**config.mk**
```make
export PLATFORM = sky130hd
export DESIGN_NAME = tmp_conv_ctrl
export DESIGN_NICKNAME = d
export VERILOG_FILES = /design/src/rtl/tmp_conv_ctrl.sv
export SDC_FILE = /design/constraint.sdc
export NUM_CORES = 1
export LEC_CHECK = 0
export CELL_PAD_IN_SITES_DETAIL_PLACEMENT = 1
export CELL_PAD_IN_SITES_GLOBAL_PLACEMENT = 2
export CORE_AREA = 5 5 78 80
export CTS_CLUSTER_SIZE = 12
export DETAILED_ROUTE_END_ITERATION = 7
export DIE_AREA = 0 0 83 85
export GPL_TIMING_DRIVEN = 0
export HOLD_SLACK_MARGIN = 0.12
export PLACE_DENSITY_LB_ADDON = 0.1
export SLEW_MARGIN = 25
export SYNTH_ARGS = -nofsm -noshare
export SYNTH_HDL_FRONTEND = slang
export SYNTH_SLANG_ARGS = --single-unit
export TNS_END_PERCENT = 100
```
**constraint.sdc**
```tcl
create_clock -name clk -period 2.2 [get_ports clk]
set_input_delay 0.22 -clock clk [delete_from_list [all_inputs] [get_ports clk]]
set_output_delay 0.22 -clock clk [all_outputs]
set_load 0.05 [all_outputs]
```
**src/rtl/tmp_conv_ctrl.sv**
```systemverilog
// Conversion sequencer for the temperature-sensor switched-capacitor front-end.
// One start runs a precharge followed by N_CYCLES two-phase charge cycles.
// The comparator steers each cycle's charge polarity. The number of
// comparator-high decisions is returned on code with a one-clock valid.
// Every output is a flop, so the analog switches never see a combinational glitch.
module tmp_conv_ctrl #(
    parameter int N_CYCLES = 64,
    parameter int CODE_W   = 7,
    parameter int PRE_CYC  = 4,
    parameter int PH_CYC   = 2
) (
    input  logic              clk,
    input  logic              reset,
    input  logic              start,
    input  logic              abort,
    input  logic              cmp,
    output logic              preChrg,
    output logic              PI1,
    output logic              PI2,
    output logic              PA,
    output logic              PB,
    output logic              PC,
    output logic              PD,
    output logic              busy,
    output logic              valid,
    output logic [CODE_W-1:0] code
);

    // One timer serves both the precharge and the phase durations.
    localparam int TMR_MAX = (PRE_CYC > PH_CYC) ? PRE_CYC : PH_CYC;
    localparam int TMR_W   = (TMR_MAX > 1) ? $clog2(TMR_MAX) : 1;
    localparam int K_W     = $clog2(N_CYCLES + 1);

    typedef enum logic [2:0] {
        S_IDLE,
        S_PRECHG,
        S_GAP1,
        S_PH1,
        S_GAP2,
        S_PH2,
        S_DONE
    } state_t;

    state_t              state_q, state_d;
    logic [TMR_W-1:0]    tmr_q, tmr_d;
    logic [K_W-1:0]      k_q, k_d;
    logic [CODE_W-1:0]   count_q, count_d;
    logic                bit_q, bit_d;
    logic [CODE_W-1:0]   code_q, code_d;
    logic                cmp_meta_q, cmp_s_q;
    logic                pre_chrg_q, pi1_q, pi2_q, pa_q, pb_q, pc_q, pd_q;
    logic                busy_q, valid_q;
    logic                pre_chrg_d, pi1_d, pi2_d, pa_d, pb_d, pc_d, pd_d;
    logic                busy_d, valid_d;

    // Next state, counters and the registered-output image of the next state.
    always_comb begin
        state_d = state_q;
        tmr_d   = tmr_q;
        k_d     = k_q;
        count_d = count_q;
        bit_d   = bit_q;

        unique case (state_q)
            S_IDLE: begin
                if (start) begin
                    state_d = S_PRECHG;
                    tmr_d   = '0;
                    k_d     = '0;
                    count_d = '0;
                    bit_d   = 1'b0;
                end
            end
            S_PRECHG: begin
                if (tmr_q == TMR_W'(PRE_CYC - 1)) begin
                    state_d = S_GAP1;
                    tmr_d   = '0;
                end else begin
                    tmr_d = tmr_q + TMR_W'(1);
                end
            end
            S_GAP1: begin
                state_d = S_PH1;
                tmr_d   = '0;
            end
            S_PH1: begin
                if (tmr_q == TMR_W'(PH_CYC - 1)) begin
                    state_d = S_GAP2;
                    tmr_d   = '0;
                end else begin
                    tmr_d = tmr_q + TMR_W'(1);
                end
            end
            S_GAP2: begin
                state_d = S_PH2;
                tmr_d   = '0;
            end
            S_PH2: begin
                if (tmr_q == TMR_W'(PH_CYC - 1)) begin
                    // The decision taken here steers the next cycle.
                    bit_d   = cmp_s_q;
                    count_d = count_q + CODE_W'(cmp_s_q);
                    k_d     = k_q + K_W'(1);
                    tmr_d   = '0;
                    state_d = (k_q == K_W'(N_CYCLES - 1)) ? S_DONE : S_GAP1;
                end else begin
                    tmr_d = tmr_q + TMR_W'(1);
                end
            end
            S_DONE: begin
                state_d = S_IDLE;
            end
            default: begin
                state_d = S_IDLE;
            end
        endcase

        // valid is a flop, so abort can only suppress it before DONE is entered.
        // Abort seen on the final PH2 clock therefore cancels the result as well.
        if (abort && (state_q != S_IDLE)) begin
            state_d = S_IDLE;
            tmr_d   = '0;
        end

        pre_chrg_d = (state_d == S_PRECHG);
        pi1_d      = (state_d == S_PH1);
        pi2_d      = (state_d == S_PH2);
        pa_d       = (state_d == S_PH1) &&  bit_d;
        pc_d       = (state_d == S_PH1) && !bit_d;
        pb_d       = (state_d == S_PH2) &&  bit_d;
        pd_d       = (state_d == S_PH2) && !bit_d;
        busy_d     = (state_d != S_IDLE);
        valid_d    = (state_d == S_DONE);
        code_d     = (state_d == S_DONE) ? count_d : code_q;
    end

    // All state, the cmp synchroniser and the output flops.
    always_ff @(posedge clk or posedge reset) begin
        if (reset) begin
            state_q    <= S_IDLE;
            tmr_q      <= '0;
            k_q        <= '0;
            count_q    <= '0;
            bit_q      <= 1'b0;
            code_q     <= '0;
            cmp_meta_q <= 1'b0;
            cmp_s_q    <= 1'b0;
            pre_chrg_q <= 1'b0;
            pi1_q      <= 1'b0;
            pi2_q      <= 1'b0;
            pa_q       <= 1'b0;
            pb_q       <= 1'b0;
            pc_q       <= 1'b0;
            pd_q       <= 1'b0;
            busy_q     <= 1'b0;
            valid_q    <= 1'b0;
        end else begin
            state_q    <= state_d;
            tmr_q      <= tmr_d;
            k_q        <= k_d;
            count_q    <= count_d;
            bit_q      <= bit_d;
            code_q     <= code_d;
            cmp_meta_q <= cmp;
            cmp_s_q    <= cmp_meta_q;
            pre_chrg_q <= pre_chrg_d;
            pi1_q      <= pi1_d;
            pi2_q      <= pi2_d;
            pa_q       <= pa_d;
            pb_q       <= pb_d;
            pc_q       <= pc_d;
            pd_q       <= pd_d;
            busy_q     <= busy_d;
            valid_q    <= valid_d;
        end
    end

    assign preChrg = pre_chrg_q;
    assign PI1     = pi1_q;
    assign PI2     = pi2_q;
    assign PA      = pa_q;
    assign PB      = pb_q;
    assign PC      = pc_q;
    assign PD      = pd_q;
    assign busy    = busy_q;
    assign valid   = valid_q;
    assign code    = code_q;

endmodule
```
==> impl_metrics.env, run 1 <==
export IMPL_cts_buffers_inserted=5
export IMPL_diodes=0
export IMPL_hold_slack_ns=0.356
export IMPL_ys_seq_area_share_pct=50.3
export IMPL_yosys_register_bits=38
export IMPL_dieArea_um2=7060
export IMPL_grt_pass1_wl_um=7650
export IMPL_drc=0
export IMPL_yosysMostFrequentCell="dfrtp_1"
export IMPL_p_per_area_nw_per_um2=968
export IMPL_synth_warnings=0
export IMPL_rsz0062_at_grt="no"
export IMPL_overflow=0
export IMPL_grt_pass1_vias=1565
export IMPL_clock_sinks=38
export IMPL_cp_arrival_ns=2.22
export IMPL_syn_inst=168
export IMPL_final_cell_area_um2=2330
export IMPL_path_class="reg2reg"
export IMPL_setup_tns_ns=0
export IMPL_path_max_fanout=10
export IMPL_utilization_pct=43.7
export IMPL_skew_ns=0.00357
export IMPL_critPathCaptureType="register"
export IMPL_setup_violations=0
export IMPL_netlist_area_um2=1890
export IMPL_synthArstFlopShare_pct=100
export IMPL_first_iter_violations=46
export IMPL_worstMarginPinSlew_ns=0.870
export IMPL_finalHoldViolations=0
export IMPL_avgViaCountPerCell=5.31
export IMPL_final_layout_size_suffix_gt1_share_pct=15.9
export IMPL_grt_use_total_pct=13.3
export IMPL_max_clock_path_buffers=2
export IMPL_ios=21
export IMPL_placed_cell_area_um2=2180
export IMPL_min_period_ns=2.05
export IMPL_antenna_found_initial=0
export IMPL_clk_pin_slew_worst_paths_ns=0.08
export IMPL_final_max_slew_viol_count=0
export IMPL_coreArea_um2=5340
export IMPL_post_drt_wl_per_cell_um=16.4
export IMPL_die_y_um=85
export IMPL_htreeDepth=2
export IMPL_start_util_pct=35.4
export IMPL_root_buffer="clkbuf_8"
export IMPL_num_rows=27
export IMPL_worstSetupStartpointType="register"
export IMPL_synth_top_area_share_pct=50.3
export IMPL_ys_types=46
export IMPL_netlist_top_cells_area="dfrtp_1 (50%), mux2_2 (6.0%), ha_1 (4.6%)"
export IMPL_cts_tree="yes"
export IMPL_ir_worst_vdd_mv=0.525
export IMPL_grt_max_degree=39
export IMPL_nets=206
export IMPL_avgSynthCellArea_um2=11.2
export IMPL_cts_setup_buffers=0
export IMPL_hold_buffers=0
export IMPL_synthToLayoutAreaGrowth_pct=23.4
export IMPL_numPortBuffers=20
export IMPL_die_w_um=83
export IMPL_dpl_hpwl_um=3230
export IMPL_hp_class="reg2reg"
export IMPL_slew_headroom_pct=41.1
export IMPL_synthFlopType="dfrtp_1"
export IMPL_clk_insertion_delay_late_ns=0.28
export IMPL_syn_num_nets=180
export IMPL_route_vias_total=1418
export IMPL_wl_um=4390
export IMPL_finalCritPeriodShare_pct=93.1
export IMPL_outcome="complete, no violations"
export IMPL_cts_resized=2
export IMPL_leakagePower_nw=1.06
export IMPL_gp_congestion=0.784
export IMPL_clock_fmax_ghz=0.488
export IMPL_critPathRequiredTime_ns=2.37
export IMPL_ant_nets=0
export IMPL_synth_top_cell_by_area="dfrtp_1"
export IMPL_yosys_top_cells_count="dfrtp_1 (38), mux2_2 (10)"
export IMPL_power_mw=2.26
export IMPL_synth_edf_count=0
export IMPL_drt_first_pass_iters=4
export IMPL_maxCapViolations=0
-- registers in the layout (all words and copies together) (netlist names), 2 cells and up --
signal,count
code,7
count_q,7
k_q,7
state_q,3
tmr_q,2
-- area by class of cell --
class,instances,area (um^2)
buffer,8,50.0
clock buffer,5,68.8
clock inverter,3,68.8
fill,620,3010
inverter,8,30.0
multi-input combinational,113,873
sequential,38,951
tap,72,90.1
timing repair buffer,20,200
-- cells by family after synthesis --
logic type | after synthesis | synth area share (%)
AOI/OAI and AO/OA | 33 | 13.4
xor gates and xnor gates | 3 | 1.39
adders and majority gates | 7 | 4.64
buffers and inverters | 17 | 4.37
DFF | 38 | 50.3
muxes | 13 | 7.55
and+or+nand+nor | 57 | 18.3
-- worst paths after layout --
kind                                        end  slack [ns]  cells after the start                 start
min reg2reg                   cmp_s_q$_DFF_PP0_        0.36                      0  cmp_meta_q$_DFF_PP0_
min                           cmp_s_q$_DFF_PP0_        0.36                      0  cmp_meta_q$_DFF_PP0_
max                         code[0]$_DFFE_PP0N_        0.15                      5  state_q[1]$_DFF_PP0_
min in group asynchronous  cmp_meta_q$_DFF_PP0_        0.40                      2                 reset
max reg2reg                 code[0]$_DFFE_PP0N_        0.15                      5  state_q[1]$_DFF_PP0_
max in group asynchronous  count_q[4]$_DFF_PP0_        1.30                      2                 reset
-- layer usage --
layer	global-route usage [%]	vias up	routed length (um)
met2	23.9	18	2300
met3	2.82	8	90
met4	4.75	0	65
met5	0	-	0
met1	15.7	728	1930
li1	-	664	-
-- power by group --
part           internal (mW)  switching, mW  leakage (nW)
combinational          0.286          0.457         0.478
sequential             0.763         0.0443         0.517
clock                  0.454          0.252        0.0683
-- per-stage QoR --
| stage | instances | setup WS [ns] |
|---|---|---|
| after floorplan | 168 | 0.335 |
| after global placement | 260 | -0.225 |
| after detailed placement | 260 | -0.113 |
| after CTS | 268 | 0.0361 |
| after global routing | 267 | 0.0216 |
| final | 267 | 0.151 |
-- critical path, cell delays in order, from the launching register on --
cell       delay (ns)
dfrtp_1          0.39
buf_6            0.14
nand3b_1         0.33
nor4_4           0.46
o2111ai_4        0.27
mux2_2           0.34
-- placed cells by master, fill, tap and decap left out, types with 2 or more instances in the layout --
cell type        count
nor4b_1              3
buf_6                2
o211ai_1             3
clkdlybuf4s50_1     20
a22o_1               4
buf_2                3
nor2b_1              4
nand2_1              7
inv_1                7
a21o_1               4
mux2_2              10
clkbuf_8             5
mux2i_1              3
o21ai_0              4
bufinv_16            2
xnor2_1              2
or4_1                3
nor2_1               8
o31ai_1              2
nand2b_1             2
nand4_1              3
nor3_1               8
a21oi_1              3
clkbuf_1             2
dfrtp_1             38
nand3b_1             2
nand3_1              8
ha_1                 7
Power figures use the tool's default switching activity.
==> run 2: changes to the inputs <==
--- a/config.mk
+++ b/config.mk
@@ -9,6 +9,6 @@
 export CELL_PAD_IN_SITES_GLOBAL_PLACEMENT = 2
-export CORE_AREA = 5 5 78 80
-export CTS_CLUSTER_SIZE = 12
+export CORE_AREA = 5 5 65 96
+export CTS_CLUSTER_SIZE = 28
 export DETAILED_ROUTE_END_ITERATION = 7
-export DIE_AREA = 0 0 83 85
+export DIE_AREA = 0 0 70 101
 export GPL_TIMING_DRIVEN = 0
--- a/constraint.sdc
+++ b/constraint.sdc
@@ -3,2 +3,2 @@
 set_output_delay 0.22 -clock clk [all_outputs]
-set_load 0.05 [all_outputs]
+set_load 0.005 [all_outputs]
==> run 2 against run 1 <==
Effect of this change: utilization grew 0.22 points; maximum frequency grew 0.19%; global-route usage grew 0.53 points; setup slack gained 0.0039 ns; critical path depth is the same; combinational power shrank 12%; clock skew grew 0.0029 ns; final cell count is the same; sequential cell count is the same; critical endpoint is now code[1]$_DFFE_PP0N_.
==> impl_metrics.env, run 2 (synthesis gave the netlist of run 1 again) <==
export IMPL_rsz0062_at_grt="no"
export IMPL_placed_cell_area_um2=2200
export IMPL_drc=0
export IMPL_power_mw=2.18
export IMPL_path_max_fanout=10
export IMPL_worstSetupStartpointType="register"
export IMPL_grt_max_degree=29
export IMPL_reg2reg_depth=5
export IMPL_rrSetupSlack_ns=0.15
export IMPL_clock_sinks=38
export IMPL_final_cell_area_um2=2360
export IMPL_drt_first_pass_iters=4
export IMPL_worstMarginPinSlew_ns=0.947
export IMPL_ant_nets=0
export IMPL_final_layout_size_suffix_gt1_share_pct=16.8
export IMPL_slowest_delay_ns=0.44
export IMPL_num_fill_cells=613
export IMPL_critPathCaptureType="register"
export IMPL_first_iter_violations=47
export IMPL_diodes=0
export IMPL_slew_headroom_pct=35.8
export IMPL_cts_buffers_inserted=5
export IMPL_grt_pass1_vias=1574
export IMPL_root_buffer="clkbuf_8"
export IMPL_wl_um=4460
export IMPL_finalHoldViolations=0
export IMPL_ir_worst_vdd_mv=0.500
export IMPL_coreArea_um2=5370
export IMPL_overflow=0
export IMPL_reg2reg_from="state_q[1]$_DFF_PP0_"
export IMPL_ios=21
export IMPL_cp_arrival_ns=2.22
export IMPL_cpMaxStageDelayCell="nor4_4"
export IMPL_mostFrequentLayoutCell="dfrtp_1"
export IMPL_leakagePower_nw=1.07
export IMPL_die_w_um=70
export IMPL_maxCapViolations=0
export IMPL_final_cell_mix="dfrtp_1 (38), clkdlybuf4s50_1 (20), mux2_2 (10)"
export IMPL_cts_setup_buffers=0
export IMPL_max_clock_path_buffers=2
export IMPL_dieArea_um2=7070
export IMPL_finalCritPeriodShare_pct=93.0
export IMPL_dpl_hpwl_um=3320
export IMPL_hp_class="in2async"
export IMPL_avgViaCountPerCell=5.28
export IMPL_setup_tns_ns=0
export IMPL_timing_rr_end="code[1]$_DFFE_PP0N_"
export IMPL_htreeDepth=2
export IMPL_path_class="reg2reg"
export IMPL_grt_pass1_wl_um=7650
export IMPL_clk_pin_slew_worst_paths_ns=0.08
export IMPL_nets=208
export IMPL_critPathRequiredTime_ns=2.38
export IMPL_start_util_pct=35.2
export IMPL_numPortBuffers=20
export IMPL_synthToLayoutAreaGrowth_pct=24.8
export IMPL_die_y_um=101
export IMPL_hold_buffers=0
export IMPL_setup_violations=0
export IMPL_grt_use_total_pct=13.8
export IMPL_final_max_slew_viol_count=0
export IMPL_outcome="complete, no violations"
export IMPL_post_drt_wl_per_cell_um=16.7
export IMPL_clock_fmax_ghz=0.489
export IMPL_cts_tree="yes"
export IMPL_cts_resized=2
export IMPL_route_vias_total=1409
export IMPL_clk_insertion_delay_late_ns=0.29
export IMPL_skew_ns=0.00649
export IMPL_antenna_found_initial=0
export IMPL_gp_congestion=0.748
export IMPL_num_rows=33
export IMPL_path_cells="buf_6 -> nand3b_1 -> nor4_4 -> o2111ai_4 -> mux2_2"
export IMPL_p_per_area_nw_per_um2=925
export IMPL_min_period_ns=2.05
## run 2: changes by cell type in the layout (fill, tap and decap cells not counted), sizes merged
| cell | before | now |
|---|---|---|
| buf | 5 | 6 |
| clkbuf | 8 | 9 |
## run 2: through the flow
stage / worst slack [ns] / instances / hold slack, ns / utilization, %
4_1_cts: 0.0563 / 267 / 0.172 / 43.5
3_3_place_gp: -0.229 / 258 / 0.343 / 40.6
5_1_grt: 0.0109 / 267 / 0.165 / 43.9
3_5_place_dp: -0.135 / 259 / 0.341 / 40.9
2_1_floorplan: 0.335 / 168 / 0.251 / -
6_report: 0.155 / 267 / 0.172 / 43.9
## run 2: how the worst max path moves through the flow
stage                               from                  end  depth (start not counted)
finish              state_q[1]$_DFF_PP0_  code[1]$_DFFE_PP0N_                          5
global route        tmr_q[1]$_DFFE_PP0P_   k_q[5]$_DFFE_PP0P_                          7
CTS                 state_q[1]$_DFF_PP0_  code[1]$_DFFE_PP0N_                          5
detailed placement  tmr_q[0]$_DFFE_PP0P_       busy$_DFF_PP0_                          6
global placement                   start       busy$_DFF_PP0_                          5
floorplan           tmr_q[1]$_DFFE_PP0P_   k_q[5]$_DFFE_PP0P_                          7
## run 2: layout make-up
type / instances / area (um^2) / area share (%)
clock buffers: 5 / 68.8 / 2.92
repair buffers: 21 / 220 / 9.34
clock inverters: 3 / 68.8 / 2.92
inverters: 8 / 30.0 / 1.27
flip-flops and latches: 38 / 951 / 40.3
multi-input cells: 113 / 877 / 37.2
plain buffers: 9 / 53.8 / 2.28
well taps: 70 / 87.6 / 3.72
## run 2: layer usage
layer,part of all wire [%],global-route usage (%),up-vias,wire length (um)
met1,41,15.0,710,1820
met2,55,25.5,19,2440
met5,0,0,-,0
li1,-,-,671,-
met4,1.6,5.01,0,72
met3,3.0,3.89,9,133
## run 2: where the power goes
group	internal, mW	leakage [nW]	switching [mW]	total [mW]
logic	0.292	0.489	0.363	0.656
registers	0.763	0.517	0.0409	0.804
clock network	0.455	0.0683	0.266	0.721
## run 2: critical path: cells and delay by family (launching register included)
| family | cells | cell delay (ns) |
|---|---|---|
| buffers and inverters | 1 | 0.14 |
| and+or+nand+nor | 2 | 0.78 |
| DFF | 1 | 0.40 |
| AOI/OAI and AO/OA | 1 | 0.27 |
| muxes | 1 | 0.34 |
